`config.mk`:
```
export PLATFORM = sky130hd
export DESIGN_NAME = result_display_driver
export DESIGN_NICKNAME = d
export VERILOG_FILES = /design/src/rtl/result_display_driver.sv
export SDC_FILE = /design/constraint.sdc
export NUM_CORES = 1
export LEC_CHECK = 0
export CORE_UTILIZATION = 57
export CTS_BUF_LIST = sky130_fd_sc_hd__clkbuf_4 sky130_fd_sc_hd__clkbuf_8 sky130_fd_sc_hd__clkbuf_16
export DETAILED_ROUTE_END_ITERATION = 12
export PLACE_DENSITY = 0.84
export SLEW_MARGIN = 10
export SYNTH_ARGS = -nofsm -noshare
export SYNTH_HDL_FRONTEND = slang
export SYNTH_SLANG_ARGS = --single-unit
```
`constraint.sdc`:
```
create_clock -name clk -period 4.4 [get_ports clk]
set_clock_uncertainty 0.1 [all_clocks]
set_input_delay 0.88 -clock clk [delete_from_list [all_inputs] [get_ports clk]]
set_output_delay 0.88 -clock clk [all_outputs]
set_load 0.05 [all_outputs]
```
`src/rtl/result_display_driver.sv`:
```
// Binary-to-BCD converter (sequential double-dabble, one shift per clock) feeding a
// 4-digit common-anode 7-segment scan driver that keeps showing the last result.
module result_display_driver #(
    parameter int REFRESH_DIV = 16
) (
    input  logic        clk,
    input  logic        reset,
    input  logic        load,
    input  logic [7:0]  value,
    output logic        busy,
    output logic        done,
    output logic [11:0] bcd,
    output logic [3:0]  an,
    output logic [6:0]  seg,
    output logic        dp
);

    typedef enum logic [1:0] {
        IDLE  = 2'd0,
        SHIFT = 2'd1,
        DONE  = 2'd2
    } state_t;

    localparam int CNT_W = (REFRESH_DIV > 2) ? $clog2(REFRESH_DIV) : 1;
    localparam logic [CNT_W-1:0] CNT_MAX = CNT_W'(REFRESH_DIV - 1);

    // Segment code used for both blanked digits and the unreachable nibbles 10-15.
    localparam logic [3:0] BLANK_NIB = 4'hF;
    localparam logic [6:0] SEG_BLANK = 7'b1111111;

    state_t           state;
    logic [7:0]       bin_sr;
    logic [11:0]      scratch;
    logic [11:0]      scratch_adj;
    logic [2:0]       bit_cnt;
    logic [CNT_W-1:0] refresh_cnt;
    logic [1:0]       digit_idx;
    logic [3:0]       digit_nib;

    function automatic logic [3:0] dabble(input logic [3:0] nib);
        return (nib >= 4'd5) ? nib + 4'd3 : nib;
    endfunction

    function automatic logic [6:0] decode(input logic [3:0] nib);
        case (nib)
            4'd0:    return 7'b1000000;
            4'd1:    return 7'b1111001;
            4'd2:    return 7'b0100100;
            4'd3:    return 7'b0110000;
            4'd4:    return 7'b0011001;
            4'd5:    return 7'b0010010;
            4'd6:    return 7'b0000010;
            4'd7:    return 7'b1111000;
            4'd8:    return 7'b0000000;
            4'd9:    return 7'b0010000;
            default: return SEG_BLANK;
        endcase
    endfunction

    assign scratch_adj = {dabble(scratch[11:8]), dabble(scratch[7:4]), dabble(scratch[3:0])};

    // NOTE: sequential state uses non-blocking assignments so every register samples
    // the pre-edge values, independent of statement order within the block.
    always_ff @(posedge clk) begin
        if (reset) begin
            state   <= IDLE;
            busy    <= 1'b0;
            done    <= 1'b0;
            bcd     <= 12'h000;
            bin_sr  <= 8'h00;
            scratch <= 12'h000;
            bit_cnt <= 3'd0;
        end else begin
            done <= 1'b0;
            case (state)
                IDLE: begin
                    if (load) begin
                        bin_sr  <= value;
                        scratch <= 12'h000;
                        bit_cnt <= 3'd7;
                        busy    <= 1'b1;
                        state   <= SHIFT;
                    end
                end
                SHIFT: begin
                    // Max input is 255, so the adjusted hundreds nibble never reaches bit 11.
                    {scratch, bin_sr} <= {scratch_adj[10:0], bin_sr, 1'b0};
                    bit_cnt           <= bit_cnt - 3'd1;
                    if (bit_cnt == 3'd0) begin
                        state <= DONE;
                    end
                end
                DONE: begin
                    bcd   <= scratch;
                    done  <= 1'b1;
                    busy  <= 1'b0;
                    state <= IDLE;
                end
                default: begin
                    busy  <= 1'b0;
                    state <= IDLE;
                end
            endcase
        end
    end

    always_ff @(posedge clk) begin
        if (reset) begin
            refresh_cnt <= '0;
            digit_idx   <= 2'd0;
        end else if (refresh_cnt == CNT_MAX) begin
            refresh_cnt <= '0;
            digit_idx   <= digit_idx + 2'd1;
        end else begin
            refresh_cnt <= refresh_cnt + CNT_W'(1);
        end
    end

    // NOTE: digit_nib gets a default before the case so no path leaves it unassigned,
    // which would otherwise infer a latch.
    always_comb begin
        digit_nib = BLANK_NIB;
        case (digit_idx)
            2'd0: digit_nib = bcd[3:0];
            2'd1: digit_nib = (bcd[11:8] == 4'd0 && bcd[7:4] == 4'd0) ? BLANK_NIB : bcd[7:4];
            2'd2: digit_nib = (bcd[11:8] == 4'd0) ? BLANK_NIB : bcd[11:8];
            default: digit_nib = BLANK_NIB;
        endcase
    end

    // Anode and segments both derive from the registered digit_idx, so they switch together.
    assign an  = ~(4'b0001 << digit_idx);
    assign seg = decode(digit_nib);
    assign dp  = 1'b1;

endmodule

```
==> results.txt, run 1 <==
Status = complete, no violations
Unrepaired setup endpoints after global routing = false
Post-synthesis sequential area ratio = 0.389
Post-route ant nets = 0
Initial DRC count = 208
Kind of critical path = reg2out
Clk buf depth = 2
Setup violators final = 0
First-pass GRT wire length = 8380 um
Total of max-cap violations = 0
Flops & latches, synth = 45
Mean post-synth cell area = 8.04 um^2
Initial core utilization = 0.614
Worst setup EP type = primary output
Total of warnings raised by yosys = 0
# clock sinks = 45
Initial antenna violation count = 0
CP max stage delay = 0.82 ns
GPL Wtd Cong = 0.926
Commonest non-fill, non-tap cell in the layout = nand2_1
Clock Tree Root = clkbuf_8
Total congestion overflow = 0
Synth cell types = 42
CP Max Fanout = 7
Synth top area share = 0.389
Vias per inst = 5.71
Via count = 2,091
GRT Total Usage = 0.250
Filler Cells Inserted = 300
Critical Path Source Type = flip-flop
Reg clk slew, reported paths = 0.09 ns
Post-synth net total = 316
N_diodes = 0
Post-Route Setup TNS = 0 ns
Minimum clock period = 4.23 ns
I/O Buffers = 35
Pwr dens = 321 nW/um^2
Post-CTS Hold Fix Bufs = 0
CTS tree = done
Share of cells above drive strength 1 = 0.0566
Worst-path cell chain = inv_1 -> ha_1 -> a22o_1 -> a211oi_2 -> o221ai_2 -> or4_1 -> nand3_1 -> clkdlybuf4s50_1
Commonest non-fill, non-tap cells in the layout = 49 x nand2_1, 45 x dfxtp_1, 35 x clkdlybuf4s50_1
Resize count post-CTS = 0
Core ar. = 3770 um^2
WL/cell = 13.2 um
Die area = 4320 um^2
Die X-Extent = 65.7 um
Final hold violations = 0
Worst skew pair latency = 0.31 ns
Postcts setup bufs = 0
Worst-Margin Slew = 0.959 ns
Final instance area = 2820 um^2
Vias in the first global route = 1,876
Largest net degree at the start of global routing = 28
Synth area leader = dfxtp_1
Leak Pwr = 1.08 nW
CP max stage cell = clkdlybuf4s50_1
Max-slew violations = 0
Final period utilization = 0.961
H-Tree Depth = 2
Die Ht = 65.7 um
Critical path required time = 3.42 ns
First-pass detailed-route iteration total = 4
Worst vdd ir = 250 uV
Synth top area cells = dfxtp_1 39%, ha_1 9.2%, nand2_1 7.9%
Post-Syn Area = 2310 um^2
Hpwl dp = 3390 um
Clock buffer count from CTS = 5
Row count = 22
Highest clock rate = 0.236 GHz
Headroom to the max-slew limit = 0.359
Total Wirelength = 4850 um
I/O Pins = 37
Area delta synth->final = 22.0%
Hold/Removal Path Class = reg2reg
Cell Area, Placed = 2680 um^2
Nets = 345
Worst path arrival time = 3.25 ns
Post-synthesis instance total = 288
Remaining DRCs = 0
[area by class of cell]
class / count / area (um^2) / share of cell area
Clock buffer: 5 / 68.8 / 0.0244
Tap cell: 48 / 60.1 / 0.0213
Sequential cell: 45 / 901 / 0.319
Clock inverter: 3 / 68.8 / 0.0244
Inverter: 21 / 78.8 / 0.0279
Multi-Input combinational cell: 207 / 1280 / 0.454
Timing Repair Buffer: 37 / 365 / 0.129
[cell usage after synthesis, drive strengths merged]
library cell and count:
a2111oi 1, a211oi 1, a21o 2, a21oi 29
a221o 1, a221oi 2, a22o 1, a22oi 9
a311oi 6, a32oi 3, and3 1, buf 1
clkbuf 14, conb 1, dfxtp 45, ha 17
inv 21, mux2i 3, nand2 49, nand2b 4
nand3 5, nand4b 1, nor2 29, nor2b 1
nor3 6, nor3b 2, nor4b 2, o2111a 1
o2111ai 1, o211ai 4, o21ai 11, o221ai 1
o22ai 1, o31a 1, or2 1, or3b 1
or4 2, xnor2 7
[per-layer routing]
| metal | global-route usage | vias to the layer above | wire, um |
|---|---|---|---|
| li1 | - | 1057 | - |
| met1 | 0.320 | 963 | 2270 |
| met2 | 0.399 | 63 | 2250 |
| met3 | 0.0573 | 8 | 241 |
| met4 | 0.103 | 0 | 84 |
| met5 | 0 | - | 0 |
[report_power, final]
group          switching (mW)  internal (mW)  total (mW)  leakage (nW)
Sequential             0.0115          0.425       0.437         0.367
Combinational          0.0573         0.0346      0.0919         0.643
Clock                   0.150          0.229       0.379        0.0687
[sequential cells by signal, indices dropped and copies added (netlist names)]
register / flops
busy: 1
state: 2
done: 1
bit_cnt: 3
bcd: 12
bin_sr: 8
digit_idx: 2
refresh_cnt: 4
scratch: 12
[path summary, 6_finish.rpt]
| kind | startpoint | end | slack, ns | cells after the start |
|---|---|---|---|---|
| worst min-delay path | scratch[9] | bcd[9] | 0.38 | 2 |
| worst max register to register | state[0] | bin_sr[6] | 2.47 | 5 |
| worst max-delay path | digit_idx[0] | seg[0] | 0.17 | 8 |
| worst min register to register | scratch[9] | bcd[9] | 0.38 | 2 |
[worst max-delay path, delay by kind of cell (launching register included)]
kind / cells / cell delay [ns]
adders and majority gates: 1 / 0.28
DFF: 1 / 0.43
buffers and inverters: 2 / 0.91
AOI/OAI and AO/OA: 3 / 0.62
and+or+nand+nor: 2 / 0.70
[kinds of logic after synthesis]
kind of cell,synth area share
other,0.00162
multiplexers,0.0130
AND/OR/NAND/NOR,0.201
AO/OA/AOI/OAI,0.217
XOR/XNOR,0.0265
flip-flops,0.389
adder cells (fa/ha/maj),0.0919
buffers and inverters,0.0600
[metrics by stage]
step	power (mW)	setup slack, ns	util	hold slack, ns	instances
CTS	0.907	0.0991	0.747	0.383	366
floorplan	0.510	0.579	-	0.341	288
finish	0.907	0.170	0.749	0.381	366
detailed placement	0.536	0.436	0.711	0.370	358
global route	0.940	0.0400	0.749	0.392	366
global placement	0.534	0.528	0.711	0.360	358
(Power assumes the default switching activity.)
==> run 2: changes to the inputs <==
--- a/config.mk
+++ b/config.mk
@@ -7,7 +7,9 @@
 export LEC_CHECK = 0
 export CORE_UTILIZATION = 57
 export CTS_BUF_LIST = sky130_fd_sc_hd__clkbuf_4 sky130_fd_sc_hd__clkbuf_8 sky130_fd_sc_hd__clkbuf_16
+export CTS_CLUSTER_SIZE = 12
 export DETAILED_ROUTE_END_ITERATION = 12
+export HOLD_SLACK_MARGIN = 0.03
 export PLACE_DENSITY = 0.84
 export SLEW_MARGIN = 10
 export SYNTH_ARGS = -nofsm -noshare
==> results of run 2 <==
No change in the layout: final DEF, timing and power equal those of run 1.
